<file path="config.mk">
export PLATFORM = sky130hd
export DESIGN_NAME = hazard_ctrl_v2
export DESIGN_NICKNAME = d
export VERILOG_FILES = /design/src/rtl/hazard_ctrl_v2.sv
export SDC_FILE = /design/constraint.sdc
export NUM_CORES = 1
export LEC_CHECK = 0
export ABC_AREA = 1
export ABC_CLOCK_PERIOD_IN_PS = 2560
export BUFFER_PORTS_ARGS = -buffer_cell sky130_fd_sc_hd__buf_2
export CORE_MARGIN = 2
export CORE_UTILIZATION = 40
export CTS_CLUSTER_DIAMETER = 200
export DETAILED_ROUTE_END_ITERATION = 8
export PLACE_DENSITY_LB_ADDON = 0.25
export SETUP_SLACK_MARGIN = 0.3
export SYNTH_ARGS = -nofsm -noshare
export SYNTH_HDL_FRONTEND = slang
export SYNTH_SLANG_ARGS = --single-unit
</file>
<file path="constraint.sdc">
create_clock -name clk -period 2.56 [get_ports clk]
set_clock_uncertainty 0.05 [all_clocks]
set_input_delay 0.384 -clock clk [delete_from_list [all_inputs] [get_ports clk]]
set_output_delay 0.384 -clock clk [all_outputs]
set_load 0.005 [all_outputs]
</file>
<file path="src/rtl/hazard_ctrl_v2.sv">
// hazard_ctrl_v2 - pipeline hazard controller for the 5-stage RV32I core.
//
// Produces stall/bubble/flush controls for the IF/ID/EX/MEM pipeline registers:
//   - load-use detection that inserts LU_CYCLES bubbles per hazard
//   - memory-wait FSM (IDLE/WAIT/ERR) with an uncached MMIO window and timeout
//   - priority: cache_stall > flush > load-use
//   - saturating performance counters for stall and flush cycles
//
// Ports:
//   clk, rstn                 core clock, asynchronous active-low reset
//   ex_opcode/ex_branch/ex_rd EX-stage instruction info (branch taken resolved in EX)
//   id_rs1/id_rs2/_used       ID-stage source registers and their use flags
//   mem_addr                  MEM-stage access address
//   w_valid/w_ready           cache write request / done
//   r_valid/r_ready           cache read request / done
//   perf_clr                  synchronous clear of both counters
//   stall_front               hold PC and IF/ID
//   bubble_ex                 load NOP into ID/EX
//   cache_stall               freeze every pipeline register
//   flush                     squash IF/ID and ID/EX
//   timeout_err               sticky memory-wait timeout flag
//   cnt_stall, cnt_flush      saturating cycle counters
module hazard_ctrl_v2 #(
   parameter int                XLEN      = 32,
   parameter int                LU_CYCLES = 1,
   parameter logic [XLEN-1:0]   MMIO_MASK = 32'hFFFFFF00,
   parameter logic [XLEN-1:0]   MMIO_BASE = 32'h0,
   parameter int                TIMEOUT   = 1024,
   parameter int                CNT_W     = 32
) (
   input  logic             clk,
   input  logic             rstn,
   input  logic [6:0]       ex_opcode,
   input  logic             ex_branch,
   input  logic [4:0]       ex_rd,
   input  logic [4:0]       id_rs1,
   input  logic [4:0]       id_rs2,
   input  logic             id_rs1_used,
   input  logic             id_rs2_used,
   input  logic [XLEN-1:0]  mem_addr,
   input  logic             w_valid,
   input  logic             w_ready,
   input  logic             r_valid,
   input  logic             r_ready,
   input  logic             perf_clr,
   output logic             stall_front,
   output logic             bubble_ex,
   output logic             cache_stall,
   output logic             flush,
   output logic             timeout_err,
   output logic [CNT_W-1:0] cnt_stall,
   output logic [CNT_W-1:0] cnt_flush
);

   localparam logic [6:0] OP_JAL  = 7'b1101111;
   localparam logic [6:0] OP_JALR = 7'b1100111;
   localparam logic [6:0] OP_LOAD = 7'b0000011;

   // Wait counter only needs to reach TIMEOUT; with the timeout disabled it
   // may wrap harmlessly since it is never compared.
   localparam int             WCW    = (TIMEOUT > 1) ? $clog2(TIMEOUT + 1) : 1;
   localparam logic [WCW-1:0] TO_VAL = WCW'(TIMEOUT);
   localparam logic [1:0]     LU_LD  = 2'(LU_CYCLES - 1);

   typedef enum logic [1:0] {ST_IDLE, ST_WAIT, ST_ERR} mem_st_e;

   mem_st_e          st_q, st_d;
   logic [WCW-1:0]   wait_cnt_q, wait_cnt_d;
   logic [1:0]       lu_cnt_q, lu_cnt_d;
   logic             timeout_err_q, timeout_err_d;
   logic [CNT_W-1:0] cnt_stall_q, cnt_stall_d;
   logic [CNT_W-1:0] cnt_flush_q, cnt_flush_d;

   logic req, cacheable, cs, fl, sf, lu_hit, cf_cond;

   always_comb begin
      req       = (w_valid & ~w_ready) | (r_valid & ~r_ready);
      cacheable = (mem_addr & MMIO_MASK) != MMIO_BASE;

      st_d       = st_q;
      wait_cnt_d = wait_cnt_q;
      cs         = 1'b0;
      case (st_q)
         ST_IDLE: begin
            if (req && cacheable) begin
               cs         = 1'b1;
               st_d       = ST_WAIT;
               wait_cnt_d = WCW'(1);
            end
         end
         ST_WAIT: begin
            cs = req;
            if (!req)
               st_d = ST_IDLE;
            else if ((TIMEOUT != 0) && (wait_cnt_q == TO_VAL))
               st_d = ST_ERR;
            else
               wait_cnt_d = wait_cnt_q + WCW'(1);
         end
         ST_ERR:  st_d = ST_ERR;
         default: st_d = ST_IDLE;
      endcase
      // Outputs are forced low while reset is held so no stall leaks out
      // of the combinational paths before the first clock.
      cs = cs & rstn;
      timeout_err_d = (st_d == ST_ERR);

      cf_cond = ex_branch | (ex_opcode == OP_JAL) | (ex_opcode == OP_JALR);
      fl      = cf_cond & ~cs & rstn;

      lu_hit = (ex_opcode == OP_LOAD) && (ex_rd != 5'd0) &&
               ((id_rs1_used && (id_rs1 == ex_rd)) || (id_rs2_used && (id_rs2 == ex_rd)));
      sf     = ((lu_cnt_q != 2'd0) || lu_hit) && !cs && !fl && rstn;

      // Bubble counter: frozen by cache stalls, killed by a flush.
      lu_cnt_d = lu_cnt_q;
      if (cs)                    lu_cnt_d = lu_cnt_q;
      else if (fl)               lu_cnt_d = 2'd0;
      else if (lu_cnt_q != 2'd0) lu_cnt_d = lu_cnt_q - 2'd1;
      else if (lu_hit)           lu_cnt_d = LU_LD;

      cnt_stall_d = cnt_stall_q;
      cnt_flush_d = cnt_flush_q;
      if (perf_clr) begin
         cnt_stall_d = '0;
         cnt_flush_d = '0;
      end else begin
         if ((sf || cs) && (cnt_stall_q != {CNT_W{1'b1}})) cnt_stall_d = cnt_stall_q + 1'b1;
         if (fl && (cnt_flush_q != {CNT_W{1'b1}}))         cnt_flush_d = cnt_flush_q + 1'b1;
      end
   end

   always_ff @(posedge clk or negedge rstn) begin
      if (!rstn) begin
         st_q          <= ST_IDLE;
         wait_cnt_q    <= '0;
         lu_cnt_q      <= 2'd0;
         timeout_err_q <= 1'b0;
         cnt_stall_q   <= '0;
         cnt_flush_q   <= '0;
      end else begin
         st_q          <= st_d;
         wait_cnt_q    <= wait_cnt_d;
         lu_cnt_q      <= lu_cnt_d;
         timeout_err_q <= timeout_err_d;
         cnt_stall_q   <= cnt_stall_d;
         cnt_flush_q   <= cnt_flush_d;
      end
   end

   assign cache_stall = cs;
   assign flush       = fl;
   assign stall_front = sf;
   assign bubble_ex   = sf;
   assign timeout_err = timeout_err_q;
   assign cnt_stall   = cnt_stall_q;
   assign cnt_flush   = cnt_flush_q;

endmodule

</file>
==> results.sh, run 1 <==
export IMPL_status="completed"
export IMPL_setup_viol=0
export IMPL_io_pins=133
export IMPL_grt_usage=0.2112
export IMPL_initial_core_util=0.4054
export IMPL_wl_per_cell_um=14.21
export IMPL_synthFlopType="dfrtp_1"
export IMPL_synth_edf_count=0
export IMPL_synth_top_area_frac=0.3424
export IMPL_clockRootBuffer="clkbuf_16"
export IMPL_slew_limit_headroom=0.5414
export IMPL_syn_to_final_growth_pct=19.56
export IMPL_routabilityCongestion=0.9283
export IMPL_crit_type="flop to flop"
export IMPL_drive_above_1_share=0.2332
export IMPL_arrival_ns=2.37
export IMPL_yosys_warnings=0
export IMPL_cp_top_family="simple AND/OR/NAND/NOR gates"
export IMPL_die_y_um=124.9
export IMPL_synth_seq_cells=80
export IMPL_hold_path_class="input pin to asynchronous set/reset pin"
export IMPL_netlist_instances=842
export IMPL_gr_total_overflow=0
export IMPL_vias=5883
export IMPL_syn_num_nets=910
export IMPL_cts_tree="built"
export IMPL_grt_start_max_net_pins=74
export IMPL_ys_async_sr_fraction=1.000
export IMPL_syn_avg_cell_area_um2=6.944
export IMPL_wl_mm=16.32
export IMPL_worstSetupEndpointType="flop"
export IMPL_dieArea_um2=15600
export IMPL_reg2reg_to="cnt_stall[29]$_DFFE_PN0P_"
export IMPL_grt_pass1_wl_mm=27.10
export IMPL_worst_path_stages=11
export IMPL_htreeDepth=3
export IMPL_drt_iter0_drc=580
export IMPL_synthesis_area_um2=5847
export IMPL_final_antenna_net_count=0
export IMPL_synth_largest_area_cell="dfrtp_1"
export IMPL_reg2reg_slack_ns=0.42
export IMPL_r2r_cells=11
export IMPL_cpPeakStageDelay_ns=0.43
export IMPL_r2r_start="cnt_stall[1]$_DFFE_PN0P_"
export IMPL_post_route_drc_count=0
export IMPL_cp_required_ns=2.79
export IMPL_worstSetupStartpointType="flop"
export IMPL_cap_violations=0
export IMPL_ys_seq_area_frac=0.3424
export IMPL_synth_area_leaders="dfrtp_1 (34%), nand2_1 (15%), inv_1 (6.5%)"
export IMPL_core_um2=14420
export IMPL_drv_slew=0
export IMPL_p_leak_nw=3.447
export IMPL_hpwl_mm=11.93
export IMPL_yosys_top_cells_count="nand2_1 (232), inv_1 (101), nor2_1 (88), dfrtp_1 (80), nand4_1 (54)"
export IMPL_rsz0062_at_grt="true"
export IMPL_diodes=0
export IMPL_fmax_mhz=467.5
export IMPL_cts_reportedPaths_clkPinSlew_ns=0.06
export IMPL_worst_slew_pin_slew_ns=0.6879
export IMPL_setup_tns_ns=0
export IMPL_port_buffers=124
export IMPL_critPathBufInv=1
export IMPL_vdd_drop_max_v=0.0002568
export IMPL_cp_max_fo=16
export IMPL_clock_latency_ns=0.34
export IMPL_critPathSlowestCell="dfrtp_2"
export IMPL_rows=44
export IMPL_hold_buffers=0
export IMPL_cts_buffers=9
export IMPL_cts_sinks=80
export IMPL_clock_path_buffers=2
export IMPL_drtPass1Iterations=5
export IMPL_post_route_period_util=0.8356
export IMPL_dp_slack_ns=0.2940
export IMPL_critPathMostFrequentCell="nand2_1"
export IMPL_period_minus_slack_ns=2.139
export IMPL_synth_cell_type_count=37
export IMPL_p_per_area_nw_per_um2=396.6
export IMPL_antenna_found_initial=0
export IMPL_final_nets=1029
export IMPL_avgViaCountPerCell=5.120
export IMPL_yosysMostFrequentCell="nand2_1"
export IMPL_dieWidth_um=124.9
export IMPL_grt_pass1_vias=5434
export IMPL_worst_slack_ns=0.4207
export IMPL_path_cells="ha_1 > nand2_1 > inv_2 > nand3_2 > nor2_1 > nand4_1 > nor2_2 > nand4_4 > nand2_4 > nand3_1 > nand2_1"
export IMPL_final_hold_violation_count=0
-- final cells by class --
class / instances / area (um^2)
fill: 1475 / 7433
sequential: 80 / 2008
clock buffer: 11 / 242.7
tap: 184 / 230.2
multi-input combinational: 621 / 3304
timing repair buffer: 133 / 723.2
clock inverter: 4 / 45.04
inverter: 116 / 436.7
-- routing by layer --
metal  vias up  GRT usage  wire (um)
li1       2989          -          -
met1      2674     0.2978       7705
met2       193     0.3353       7252
met3        27    0.03866       1096
met4         0    0.05817        269
met5         -          0          0
-- worst max path at each step --
stage,start,to
after floorplan,cnt_flush[0]$_DFFE_PN0P_,cnt_flush[15]$_DFFE_PN0P_
after global placement,mem_addr[15],cnt_flush[9]$_DFFE_PN0P_
after detailed placement,mem_addr[15],cnt_flush[13]$_DFFE_PN0P_
after CTS,cnt_stall[1]$_DFFE_PN0P_,cnt_stall[0]$_DFFE_PN0P_
after global routing,cnt_stall[1]$_DFFE_PN0P_,cnt_stall[10]$_DFFE_PN0P_
final,cnt_stall[1]$_DFFE_PN0P_,cnt_stall[29]$_DFFE_PN0P_
-- metrics by stage --
step	hold WS [ns]	total power, mW	util	cells	area (um^2)
floorplan	0.03841	1.395	-	842	5847
global placement	0.3853	1.493	0.4576	1133	6600
detailed placement	0.4003	1.496	0.4576	1133	6600
CTS	0.03632	2.798	0.4783	1148	6899
global route	0.05448	2.892	0.4846	1149	6990
finish	0.01638	2.773	0.4846	1149	6990
-- repair_timing --
item,in CTS,in global routing
setup endpoints to repair,2,62
gates cloned,0,1
buffers inserted,0,0
pin swaps,0,3
resized for setup,2,21
-- flip-flops by register name, indices dropped and copies added, names as in the netlist --
register / count
cnt_flush: 32
cnt_stall: 32
lu_cnt_q: 2
st_q: 2
timeout_err: 1
wait_cnt_q: 11
-- worst reg2reg max path, stage by stage, from the launching register on --
cell and delay (ns):
dfrtp_2 0.43, ha_1 0.24, nand2_1 0.12, inv_2 0.09, nand3_2 0.07, nor2_1 0.10
nand4_1 0.12, nor2_2 0.14, nand4_4 0.20, nand2_4 0.33, nand3_1 0.12, nand2_1 0.07
-- where the power goes --
group | switching (mW) | internal (mW) | total, mW
Clock | 0.526 | 0.772 | 1.30
Combinational | 0.131 | 0.0675 | 0.198
Sequential | 0.00644 | 1.27 | 1.28
Total | 0.663 | 2.11 | 2.77
-- cells by family (layout without fill, tap and decap cells) --
group,Yosys count,in the layout,synth area share
and+or+nand+nor,517,518,0.4175
buffers and inverters,142,264,0.1053
DFF,80,80,0.3424
AOI/OAI and AO/OA,56,56,0.06185
xor gates and xnor gates,43,43,0.06441
adders and majority gates,4,4,0.008560
-- cells in the final DEF (no fill, tap or decap), drive strengths merged --
master / instances
o21ai: 26
nor2: 91
nand3: 67
bufinv: 1
nor3b: 2
nand4: 55
or2: 4
a31oi: 1
clkbuf: 11
inv: 115
o22ai: 4
xor2: 30
dfrtp: 80
buf: 133
nor4: 5
nor3: 51
xnor2: 13
nand2: 240
ha: 4
and2: 1
nand3b: 2
clkinv: 4
a21oi: 10
o31ai: 15
Note: power is estimated with default switching activity, not from simulation.
==> run 2: changes to the inputs <==
Settings changed: ABC_CLOCK_PERIOD_IN_PS 2560 to 2100.
Clock period 2.56 ns to 2.1 ns, I/O delays scaled along.
==> run 2 against run 1 <==
Net effect: combinational power up 64%; first-iteration DRC count down 12%; via count up 6.4%; sequential power up 22%; critical endpoint is now cnt_stall[24]$_DFFE_PN0P_.
==> results.sh, run 2 (same netlist as run 1, synthesis figures left out) <==
export IMPL_status="completed"
export IMPL_seq_area_um2=2008
export IMPL_wl_mm=17.79
export IMPL_dieWidth_um=124.9
export IMPL_drv_slew=0
export IMPL_cts_sinks=80
export IMPL_internal_power_mw=2.844
export IMPL_final_common_cell="nand2_1"
export IMPL_rsz0062_at_grt="true"
export IMPL_final_nets=1098
export IMPL_grt_pass1_wl_mm=28.25
export IMPL_grt_usage=0.2199
export IMPL_dp_slack_ns=0.03750
export IMPL_post_route_period_util=0.9296
export IMPL_antenna_found_initial=0
export IMPL_final_antenna_net_count=0
export IMPL_initial_core_util=0.4054
export IMPL_htreeDepth=3
export IMPL_grt_start_max_net_pins=81
export IMPL_placed_cells=1163
export IMPL_worst_slew_pin_slew_ns=0.4499
export IMPL_swShare=0.2341
export IMPL_period_minus_slack_ns=1.952
export IMPL_worst_slack_ns=0.1478
export IMPL_stdcell_count=1219
export IMPL_cp_max_fo=8
export IMPL_gr_total_overflow=0
export IMPL_final_hold_violation_count=0
export IMPL_multi_input_area_um2=3526
export IMPL_routabilityCongestion=0.9217
export IMPL_rows=44
export IMPL_syn_to_final_growth_pct=35.74
export IMPL_worstSetupStartpointType="flop"
export IMPL_fmax_mhz=512.3
export IMPL_fillers=1359
export IMPL_p_leak_nw=3.983
export IMPL_setup_viol=0
export IMPL_cts_buffers=9
export IMPL_cts_reportedPaths_clkPinSlew_ns=0.06
export IMPL_vias=6260
export IMPL_switching_power_mw=0.8691
export IMPL_drtPass1Iterations=5
export IMPL_io_pins=133
export IMPL_dieArea_um2=15600
export IMPL_final_cell_mix="nand2_1 (221), buf_2 (122), inv_1 (96), nor2_1 (81), dfrtp_1 (75)"
export IMPL_hpwl_mm=12.22
export IMPL_cap_violations=0
export IMPL_hold_path_class="input pin to asynchronous set/reset pin"
export IMPL_power_mw=3.713
export IMPL_setup_tns_ns=0
export IMPL_drt_iter0_drc=509
export IMPL_drive_above_1_share=0.3237
export IMPL_die_y_um=124.9
export IMPL_clockRootBuffer="clkbuf_16"
export IMPL_p_clk_frac=0.493
export IMPL_p_per_area_nw_per_um2=467.8
export IMPL_diodes=0
export IMPL_cts_tree="built"
export IMPL_core_um2=14420
export IMPL_port_buffers=124
export IMPL_worstSetupEndpointType="flop"
export IMPL_design_area_um2=7936
export IMPL_vdd_drop_max_v=0.0003506
export IMPL_placed_cell_area_um2=6858
export IMPL_power_frac_seq=0.419
export IMPL_cp_required_ns=2.34
export IMPL_clock_path_buffers=2
export IMPL_slew_limit_headroom=0.7001
export IMPL_clock_latency_ns=0.35
export IMPL_hold_buffers=0
export IMPL_arrival_ns=2.19
export IMPL_post_route_drc_count=0
export IMPL_wl_per_cell_um=14.59
export IMPL_grt_pass1_vias=5778
export IMPL_p_comb_frac=0.088
export IMPL_crit_type="flop to flop"
export IMPL_avgViaCountPerCell=5.135
run 2: area by class of cell:
type | instances | share of cell area
timing repair inverter | 1 | 0.0007883
tap | 184 | 0.02901
timing repair buffer | 202 | 0.1736
inverter | 116 | 0.05676
clock inverter | 5 | 0.01324
sequential | 80 | 0.2530
clock buffer | 11 | 0.02932
multi-input combinational | 620 | 0.4443
run 2: critical path, stage by stage, from the launching register on:
cell and delay, ns:
dfrtp_1 0.41, ha_4 0.18, nand2_4 0.06, inv_2 0.07
nand3_2 0.07, nor2_1 0.10, nand4_1 0.12, nor2_2 0.17
nand4_4 0.17, nand2_8 0.18, clkbuf_16 0.18, nand3_2 0.06
nand2_1 0.07
run 2: repair_timing:
| action | 4_1_cts | 5_1_grt |
|---|---|---|
| gates cloned | 1 | 6 |
| hold endpoints to repair | 0 | 0 |
| gates resized for setup | 26 | 62 |
| endpoints found under the setup margin | 71 | 76 |
| setup buffers | 13 | 20 |
| pin swaps | 8 | 22 |
run 2: worst paths after layout:
check / startpoint / endpoint / slack, ns / depth (start not counted)
worst max-delay path: cnt_stall[0]$_DFFE_PN0P_ / cnt_stall[24]$_DFFE_PN0P_ / 0.15 / 12
worst min-delay path: rstn / wait_cnt_q[0]$_DFFE_PN0P_ / 0.009 / 2
worst max register to register: cnt_stall[0]$_DFFE_PN0P_ / cnt_stall[24]$_DFFE_PN0P_ / 0.15 / 12
worst min register to register: wait_cnt_q[7]$_DFFE_PN0P_ / wait_cnt_q[7]$_DFFE_PN0P_ / 0.47 / 2
max in group asynchronous: rstn / cnt_flush[7]$_DFFE_PN0P_ / 1.62 / 2
min in group clk: perf_clr / cnt_flush[7]$_DFFE_PN0P_ / 0.34 / 2
run 2: power groups by stage:
stage / Sequential, mW / Combinational (mW) / Clock, mW
finish: 1.56 / 0.325 / 1.83
floorplan: 1.58 / 0.118 / 0
global route: 1.55 / 0.362 / 1.93
global placement: 1.58 / 0.241 / 0
detailed placement: 1.58 / 0.244 / 0
CTS: 1.56 / 0.276 / 1.85
run 2: routing by layer:
layer	wire (um)	GRT usage
met1	8091	0.2987
met4	339	0.07059
met3	1121	0.04381
met2	8235	0.3549
met5	0	0
run 2: stage by stage:
step	utilization	hold slack, ns
after floorplan	-	-0.03059
after global placement	0.4755	0.4088
after detailed placement	0.4755	0.4148
after CTS	0.5152	0.05151
after global routing	0.5502	0.06736
final	0.5502	0.009113
==> run 3: changes to the inputs <==
Settings changed: CORE_MARGIN 2 to not set, MAX_ROUTING_LAYER set to met4.
==> run 3 against run 2 <==
Net effect: register-to-register slack better by 0.03 ns; fmax increased by 1.5%; first-iteration DRC count decreased by 19%; largest power group unchanged; sequential power hardly changed; power is 4.0% lower; global-route usage rose by 2.8 points; highest routed layer unchanged; sequential share of layout area is 0.56 points lower; sequential cell count unchanged; critical path type unchanged.
==> results.sh, run 3 (same netlist as run 1, synthesis figures left out) <==
export IMPL_post_route_period_util=0.9161
export IMPL_clock_path_buffers=2
export IMPL_worst_path_stages=12
export IMPL_placed_cell_area_um2=6870
export IMPL_worst_slew_pin_slew_ns=0.6280
export IMPL_setup_viol=0
export IMPL_dieArea_um2=15100
export IMPL_io_pins=133
export IMPL_antenna_found_initial=0
export IMPL_cts_sinks=80
export IMPL_final_antenna_net_count=0
export IMPL_drt_iter0_drc=413
export IMPL_port_buffers=124
export IMPL_die_y_um=122.9
export IMPL_seq_area_um2=2008
export IMPL_final_hold_violation_count=0
export IMPL_period_minus_slack_ns=1.924
export IMPL_fillers=1330
export IMPL_core_um2=14100
export IMPL_hpwl_mm=12.60
export IMPL_critPathBufInv=3
export IMPL_rsz0062_at_grt="true"
export IMPL_cts_tree="built"
export IMPL_cpPeakStageDelay_ns=0.36
export IMPL_wl_per_cell_um=14.82
export IMPL_cp_required_ns=2.29
export IMPL_routabilityCongestion=0.9711
export IMPL_path_cells="ha_2 > nand2_2 > inv_2 > nand3_2 > nor2_2 > nand4_1 > nor2_2 > nand4_4 > buf_6 > clkbuf_16 > nand4_1 > nand2_1"
export IMPL_p_leak_nw=4.085
export IMPL_fmax_mhz=519.8
export IMPL_grt_pass1_vias=5601
export IMPL_initial_core_util=0.4148
export IMPL_power_mw=3.564
export IMPL_post_route_drc_count=0
export IMPL_gr_total_overflow=0
export IMPL_drv_slew=0
export IMPL_slew_limit_headroom=0.5813
export IMPL_final_nets=1109
export IMPL_diodes=0
export IMPL_htreeDepth=3
export IMPL_status="completed"
export IMPL_final_cell_mix="nand2_1 (222), buf_2 (122), inv_1 (96), nor2_1 (78), dfrtp_1 (75)"
export IMPL_vdd_drop_max_v=0.0002771
export IMPL_clockRootBuffer="clkbuf_16"
export IMPL_crit_type="flop to flop"
export IMPL_multi_input_area_um2=3547
export IMPL_rows=43
export IMPL_worstSetupStartpointType="flop"
export IMPL_clock_latency_ns=0.35
export IMPL_critPathSlowestCell="dfrtp_1"
export IMPL_p_per_area_nw_per_um2=439.1
export IMPL_syn_to_final_growth_pct=38.80
export IMPL_grt_start_max_net_pins=52
export IMPL_vias=6310
export IMPL_grt_usage=0.2475
export IMPL_wl_mm=18.17
export IMPL_worstSetupEndpointType="flop"
export IMPL_setup_tns_ns=0
export IMPL_hold_buffers=0
export IMPL_dieWidth_um=122.9
export IMPL_drive_above_1_share=0.3413
export IMPL_final_common_cell="nand2_1"
export IMPL_cp_top_family="simple AND/OR/NAND/NOR gates"
export IMPL_cap_violations=0
export IMPL_cp_max_fo=9
export IMPL_hold_path_class="input pin to asynchronous set/reset pin"
export IMPL_drtPass1Iterations=5
export IMPL_cts_buffers=9
export IMPL_r2r_cells=12
export IMPL_avgViaCountPerCell=5.147
export IMPL_design_area_um2=8115
export IMPL_arrival_ns=2.11
export IMPL_grt_pass1_wl_mm=27.90
export IMPL_cts_reportedPaths_clkPinSlew_ns=0.06
[run 3: final timing paths]
check                                           from  slack (ns)                         to
min in group clk                            perf_clr        0.38  cnt_flush[24]$_DFFE_PN0P_
setup / recovery            cnt_stall[0]$_DFFE_PN0P_        0.18  cnt_stall[19]$_DFFE_PN0P_
hold reg to reg            wait_cnt_q[7]$_DFFE_PN0P_        0.48  wait_cnt_q[7]$_DFFE_PN0P_
setup reg to reg            cnt_stall[0]$_DFFE_PN0P_        0.18  cnt_stall[19]$_DFFE_PN0P_
max in group asynchronous                       rstn        0.99   cnt_flush[7]$_DFFE_PN0P_
hold / removal                                  rstn       0.001  cnt_stall[13]$_DFFE_PN0P_
[run 3: layer usage]
layer / part of all wire / GRT usage / vias to the layer above / routed length (um)
li1: - / - / 3159 / -
met1: 0.47 / 0.3367 / 2907 / 8608
met2: 0.46 / 0.3859 / 222 / 8313
met3: 0.054 / 0.02814 / 22 / 975
met4: 0.015 / 0.07851 / 0 / 275
met5: 0 / - / - / 0
[run 3: final cells by class]
class / instances / share of cell area
Tap cell: 180 / 0.02775
Timing Repair Buffer: 214 / 0.1920
Clock inverter: 2 / 0.004317
Inverter: 116 / 0.05643
Multi-Input combinational cell: 620 / 0.4371
Sequential cell: 80 / 0.2475
Clock buffer: 14 / 0.03500
[run 3: repair_timing]
action,CTS,global route
buffers inserted,24,17
setup endpoints to repair,69,79
pin swaps,13,27
resized for setup,38,75
cloned,3,3
hold endpoints to repair,0,0
[run 3: metrics by stage]
stage	cells	utilization	hold slack [ns]	setup WS, ns
after floorplan	842	-	-0.03059	0.3052
after global placement	1163	0.4874	0.3638	0.1149
after detailed placement	1163	0.4874	0.3729	0.09444
after CTS	1206	0.5397	0.02052	0.1329
after global routing	1226	0.5757	0.04178	0.04699
final	1226	0.5757	0.001129	0.1763
[run 3: worst reg2reg max path, cell delays in order (launching register included)]
cell and delay (ns):
dfrtp_1 0.36, ha_2 0.20, nand2_2 0.06, inv_2 0.07, nand3_2 0.07, nor2_2 0.08
nand4_1 0.11, nor2_2 0.15, nand4_4 0.14, buf_6 0.19, clkbuf_16 0.17, nand4_1 0.09
nand2_1 0.07
[run 3: where the power goes]
part           total [mW]  leakage (nW)  internal, mW  switching, mW
registers            1.55          1.08          1.55        0.00728
logic               0.313          2.85         0.129          0.184
clock network        1.70         0.159          1.05          0.646
